--- config.mk ---
export PLATFORM = sky130hd
export DESIGN_NAME = aw_burst_gen
export DESIGN_NICKNAME = d
export VERILOG_FILES = /design/src/rtl/aw_burst_gen.sv
export SDC_FILE = /design/constraint.sdc
export NUM_CORES = 1
export LEC_CHECK = 0
export ABC_AREA = 0
export CAP_MARGIN = 20
export CORE_ASPECT_RATIO = 0.8
export CORE_MARGIN = 5
export CORE_UTILIZATION = 55
export DETAILED_ROUTE_END_ITERATION = 8
export PLACE_DENSITY = 0.88
export SYNTH_ARGS = -nofsm -noshare
export SYNTH_HDL_FRONTEND = slang
export SYNTH_SLANG_ARGS = --single-unit
--- constraint.sdc ---
create_clock -name clk -period 9.25 [get_ports clk]
set_input_delay 1.3875 -clock clk [delete_from_list [all_inputs] [get_ports clk]]
set_output_delay 1.3875 -clock clk [all_outputs]
set_load 0.005 [all_outputs]
--- src/rtl/aw_burst_gen.sv ---
// ============================================================================
// Module   : aw_burst_gen
// Purpose  : Pops AW entries from a show-ahead FIFO and expands each into
//            per-beat write addresses (FIXED / INCR / WRAP) on a valid/ready port.
// Revision : 1.0 - initial release
// ============================================================================
`default_nettype none

module aw_burst_gen #(
  parameter int ID_WIDTH   = 4,
  parameter int ADDR_WIDTH = 32,
  parameter int LEN_WIDTH  = 4,
  parameter int SIZE_WIDTH = 3
) (
  input  logic                  clk,
  input  logic                  rst,
  input  logic                  empty,
  output logic                  pop,
  input  logic [ID_WIDTH-1:0]   front_AWID,
  input  logic [ADDR_WIDTH-1:0] front_AWADDR,
  input  logic [LEN_WIDTH-1:0]  front_AWLEN,
  input  logic [SIZE_WIDTH-1:0] front_AWSIZE,
  input  logic [1:0]            front_AWBURST,
  output logic                  beat_valid,
  input  logic                  beat_ready,
  output logic [ID_WIDTH-1:0]   beat_id,
  output logic [ADDR_WIDTH-1:0] beat_addr,
  output logic [SIZE_WIDTH-1:0] beat_size,
  output logic [LEN_WIDTH-1:0]  beat_idx,
  output logic                  beat_last,
  output logic                  busy,
  output logic                  burst_err
);

  typedef enum logic [0:0] {
    ST_IDLE  = 1'b0,
    ST_BURST = 1'b1
  } state_t;

  localparam logic [1:0] C_FIXED = 2'b00;
  localparam logic [1:0] C_INCR  = 2'b01;
  localparam logic [1:0] C_WRAP  = 2'b10;
  localparam logic [1:0] C_RSVD  = 2'b11;

  state_t                state_q, state_d;
  logic [ID_WIDTH-1:0]   id_q, id_d;
  logic [ADDR_WIDTH-1:0] addr_q, addr_d;
  logic [SIZE_WIDTH-1:0] size_q, size_d;
  logic [LEN_WIDTH-1:0]  idx_q, idx_d;
  logic [LEN_WIDTH-1:0]  len_q, len_d;
  logic [1:0]            burst_q, burst_d;
  logic                  err_q, err_d;

  logic                  in_burst;
  logic                  last;
  logic                  hs;
  logic                  load;
  logic                  wrap_len_ok;
  logic                  illegal;
  logic [1:0]            front_type;

  logic [ADDR_WIDTH-1:0] bytes;
  logic [ADDR_WIDTH-1:0] aligned;
  logic [ADDR_WIDTH-1:0] incr_addr;
  logic [ADDR_WIDTH-1:0] wrap_tot;
  logic [ADDR_WIDTH-1:0] wrap_low;
  logic [ADDR_WIDTH-1:0] next_addr;

  assign in_burst = (state_q == ST_BURST);
  assign last     = in_burst && (idx_q == len_q);
  assign hs       = in_burst && beat_ready;
  // Reset must not consume a FIFO entry, so pop is masked while rst is high.
  assign load     = !rst && !empty && (!in_burst || (hs && last));

  // Reserved bursts and non-power-of-two WRAP lengths degrade to INCR.
  always_comb begin
    wrap_len_ok = (32'(front_AWLEN) == 32'd1) || (32'(front_AWLEN) == 32'd3) ||
                  (32'(front_AWLEN) == 32'd7) || (32'(front_AWLEN) == 32'd15);
    illegal     = (front_AWBURST == C_RSVD) ||
                  ((front_AWBURST == C_WRAP) && !wrap_len_ok);
    front_type  = illegal ? C_INCR : front_AWBURST;
  end

  // The current beat address always lies inside the wrap window, so the
  // window base can be derived from it instead of storing the start address.
  always_comb begin
    bytes     = ADDR_WIDTH'(1) << size_q;
    aligned   = addr_q & ~(bytes - ADDR_WIDTH'(1));
    incr_addr = aligned + bytes;
    wrap_tot  = (ADDR_WIDTH'(len_q) + ADDR_WIDTH'(1)) << size_q;
    wrap_low  = addr_q & ~(wrap_tot - ADDR_WIDTH'(1));
    case (burst_q)
      C_FIXED: next_addr = addr_q;
      C_WRAP:  next_addr = (incr_addr == (wrap_low + wrap_tot)) ? wrap_low : incr_addr;
      default: next_addr = incr_addr;
    endcase
  end

  always_comb begin
    state_d = state_q;
    id_d    = id_q;
    addr_d  = addr_q;
    size_d  = size_q;
    idx_d   = idx_q;
    len_d   = len_q;
    burst_d = burst_q;
    err_d   = 1'b0;
    if (load) begin
      state_d = ST_BURST;
      id_d    = front_AWID;
      addr_d  = front_AWADDR;
      size_d  = front_AWSIZE;
      idx_d   = '0;
      len_d   = front_AWLEN;
      burst_d = front_type;
      err_d   = illegal;
    end else if (hs) begin
      if (last) begin
        state_d = ST_IDLE;
      end else begin
        idx_d  = idx_q + LEN_WIDTH'(1);
        addr_d = next_addr;
      end
    end
  end

  always_ff @(posedge clk) begin
    if (rst) begin
      state_q <= ST_IDLE;
      id_q    <= '0;
      addr_q  <= '0;
      size_q  <= '0;
      idx_q   <= '0;
      len_q   <= '0;
      burst_q <= C_FIXED;
      err_q   <= 1'b0;
    end else begin
      state_q <= state_d;
      id_q    <= id_d;
      addr_q  <= addr_d;
      size_q  <= size_d;
      idx_q   <= idx_d;
      len_q   <= len_d;
      burst_q <= burst_d;
      err_q   <= err_d;
    end
  end

  assign pop        = load;
  assign beat_valid = in_burst;
  assign busy       = in_burst;
  assign beat_id    = id_q;
  assign beat_addr  = addr_q;
  assign beat_size  = size_q;
  assign beat_idx   = idx_q;
  assign beat_last  = last;
  assign burst_err  = err_q;

endmodule

`default_nettype wire

==> summary.txt <==
Status
  • Status: complete, no violations

Synth
  • Synth Area in Compound Gates: 0.2586
  • Synth Area in Adders: 0.03105
  • Largest cells by area after synthesis: dfxtp_1, nand2_1, xnor2_1, nor2_1, nor3_1
  • Top-count cell post-synth: nand2_1
  • Yosys cell types: 99
  • Post-synthesis mux area share: 0.02057
  • Yosys reg bits: 51
  • Post-Syn Area: 6690 um^2
  • Post-synth top area share: 0.1526
  • Mean Syn Cell Area: 6.897 um^2
  • Simple-gate portion of the synthesized area: 0.3716
  • Largest family of logic cells by synthesized area: simple AND/OR/NAND/NOR gates
  • Yosys top cell by area: dfxtp_1
  • Commonest register cell after synthesis: dfxtp_1
  • Commonest cells post-synth: nand2_1, nor2_1, nor3_1, nand3_1, dfxtp_1
  • Post-synthesis sequential area ratio: 0.1526
  • Post-synthesis xor/xnor area fraction: 0.09613
  • Syn Inst Count: between 900 and 1000
  • Syn nets: 1035
  • Ys async rst share: 0
  • Syn. warnings: 0
  • Number of enable flip-flop cells after synthesis: 0

Floorplan
  • Core box area: 12030 um^2
  • Die area: 14480 um^2
  • Starting Density: 0.5563
  • Die Y: 108.6 um
  • IO Pins: 97
  • Die W: between 100 and 150 um
  • Core Rows: 36

Worst setup path
  • Startpoint Class: flip-flop
  • Crit-path slowest cell: and4_1
  • Worst EP required: 9.47 ns
  • Crit. Startpoint: beat_size[0]$_SDFFE_PP0P_
  • Max incr delay on CP: 1.04 ns
  • Worst Path Max Fanout: 24
  • WP buf/inv: 2
  • Total stage count of the critical path: 23
  • Worst R2R Path Depth: 23
  • WP data arrival: 7.51 ns
  • Largest delay share family, worst path: simple AND/OR/NAND/NOR gates
  • CP Capture Type: flip-flop
  • Crit-path cells: and3b_1, o21ai_0, nand2_1, a22oi_1, inv_1, nor4_1, xnor2_1, and2_1, ha_1, nand2_1, nor2_1, nand3_1, o22ai_1, a31oi_1, o32a_1, a311o_1, mux2_2, a2111oi_0, and4_1, buf_4, mux2i_1, nor3_1, nor4_1
  • Class of the most critical setup path: reg2reg
  • Worst r2r src: beat_size[0]$_SDFFE_PP0P_

Finish
  • Share of post-route cells with drive strength above 1: 0.06120
  • N_diodes: 0
  • Design area: 7759 um^2
  • Final net count: roughly 1100
  • Area occupied by multi-input gates: 5209 um^2
  • FF/Latch Area: 1021 um^2
  • Area Overhead vs Synth: 15.97%
  • FILL cells: 1079

CTS
  • Setup Fix Bufs, Post-CTS: 0
  • # resized after CTS: 0
  • H-tree depth: 2
  • Worst skew pair latency: 0.30 ns
  • # clock sinks: slightly above 50
  • Clock transition at the registers of the reported paths: 0.08 ns
  • Hold_buf cts: 0
  • Clock tree buffer depth: 2
  • Total CTS buffers: 5
  • Clock root buffer: clkbuf_16
  • CTS tree: yes

Global routing
  • Largest net degree at the start of global routing: between 40 and 50
  • Total grt overflow: 0
  • Gr usage total: 0.3462
  • First-pass GRT wire length: 40.07 mm
  • Vias in the first global route: 7158
  • Antenna violations before repair: 0

Place
  • Port bufs: 96
  • GPL Wtd Cong: around 1.1
  • HPWL Detailed: 18.88 mm
  • Post-DP Area: approximately 7600 um^2

Route
  • Drt total wl: 25.66 mm
  • Post-DR vias/cell: 6.877
  • Drt pass-1 iters: 6
  • Routed wl met2: 9.973 mm
  • Met3 wire length: 4.228 mm
  • Via count: 8012
  • DRC: 0
  • Antenna viol nets, final: 0
  • Detail-routed net length per standard cell: 22.02 um
  • Iter 0 DRT Violations: 1334
  • Max layer used: met4
  • Wl on met1: 10.86 mm

Hold path
  • Hold depth: 2
  • Hold WC Path Type: reg2reg
  • Worst Hold Launch: beat_id[2]$_SDFFE_PP0P_

Timing
  • Post-route clock period utilization: 0.7885
  • Hold Vio Cnt, Final: 0
  • Final Skew: ~0.0086 ns
  • Setup_tns: 0 ns
  • RSZ-0062 raised after global routing: false
  • Final period demand of the worst path: between 7 and 8 ns
  • Count of final setup violators: 0
  • Slew margin rel.: 0.2540
  • Fin. max-slew vios: 0
  • Slew @ Worst Pin: between 1 and 1.5 ns
  • F_max: 137.1 MHz

Power and ir drop
  • Overall power: 0.0008861 W
  • Leakage power: 2.753 nW
  • Peak VDD IR: 0.08499 mV
  • Pwr Density: 114.2 nW/um^2

Run
  • Max-Cap Viols: 0
[area by class of cell]
type,count,area share
sequential,51,0.1316
clock inverter,2,0.004999
tap,152,0.02451
inverter,28,0.01355
multi-input combinational,816,0.6713
timing repair buffer,110,0.1374
clock buffer,6,0.01661
[power breakdown]
group | total (W) | internal (W) | switching, W
logic | 0.000380 | 0.000152 | 0.000228
clock network | 0.000223 | 0.000129 | 0.0000940
registers | 0.000283 | 0.000236 | 0.0000464
[flip-flops by register name, summed over array words and instances, names as in the netlist]
| register | count |
|---|---|
| beat_addr | 32 |
| beat_id | 4 |
| beat_idx | 4 |
| len_q | 4 |
| beat_size | 3 |
| burst_q | 2 |
| beat_valid | 1 |
| burst_err | 1 |
[through the flow]
stage,setup WS (ns),util,hold slack [ns],std cells
after detailed placement,2.263,0.6302,0.4673,1156
after CTS,2.253,0.6441,0.4825,1164
after global routing,1.465,0.6451,0.4993,1165
after global placement,2.433,0.6302,0.4619,1156
final,1.957,0.6451,0.4793,1165
after floorplan,3.514,-,0.4664,970
[cells by family after synthesis]
logic type | Yosys count
AO/OA/AOI/OAI | 242
XOR/XNOR | 71
adder cells (fa/ha/maj) | 16
buffers and inverters | 103
flip-flops | 51
multiplexers | 13
AND/OR/NAND/NOR | 474
[metal layers]
metal,track usage,up-vias
met5,0,-
met4,0.08003,0
met3,0.1264,72
met2,0.4790,614
met1,0.5078,3640
li1,-,3686
[placed cells by master (no fill, tap or decap), types with 7 or more instances in the layout]
cell type          n
a211oi_1          16
a21oi_1           43
a31oi_1           16
and2_1            10
and3_1            16
buf_4             13
clkdlybuf4s50_1   95
dfxtp_1           51
ha_1              15
inv_1             26
mux2i_1           10
nand2_1          110
nand2b_1          19
nand3_1           52
nand3b_1          15
nand4_1           17
nor2_1            83
nor2b_1            9
nor3_1            61
nor4_1            23
o211ai_1           8
o21ai_0           48
o22ai_1            7
o31ai_1            9
or3_1             17
xnor2_1           43
xor2_1            26
[tightest hold or removal path, stage by stage (launching register included)]
cell and delay (ns):
dfxtp_1 0.32, nand3b_1 0.07, nand2_1 0.05
[path summary, 6_finish.rpt]
kind / endpoint / slack, ns
worst min register to register: beat_id[2]$_SDFFE_PP0P_ / 0.48
worst max-delay path: beat_addr[15]$_SDFFE_PP0P_ / 1.96
worst min-delay path: beat_id[2]$_SDFFE_PP0P_ / 0.48
worst max register to register: beat_addr[15]$_SDFFE_PP0P_ / 1.96
(Power assumes the default switching activity.)
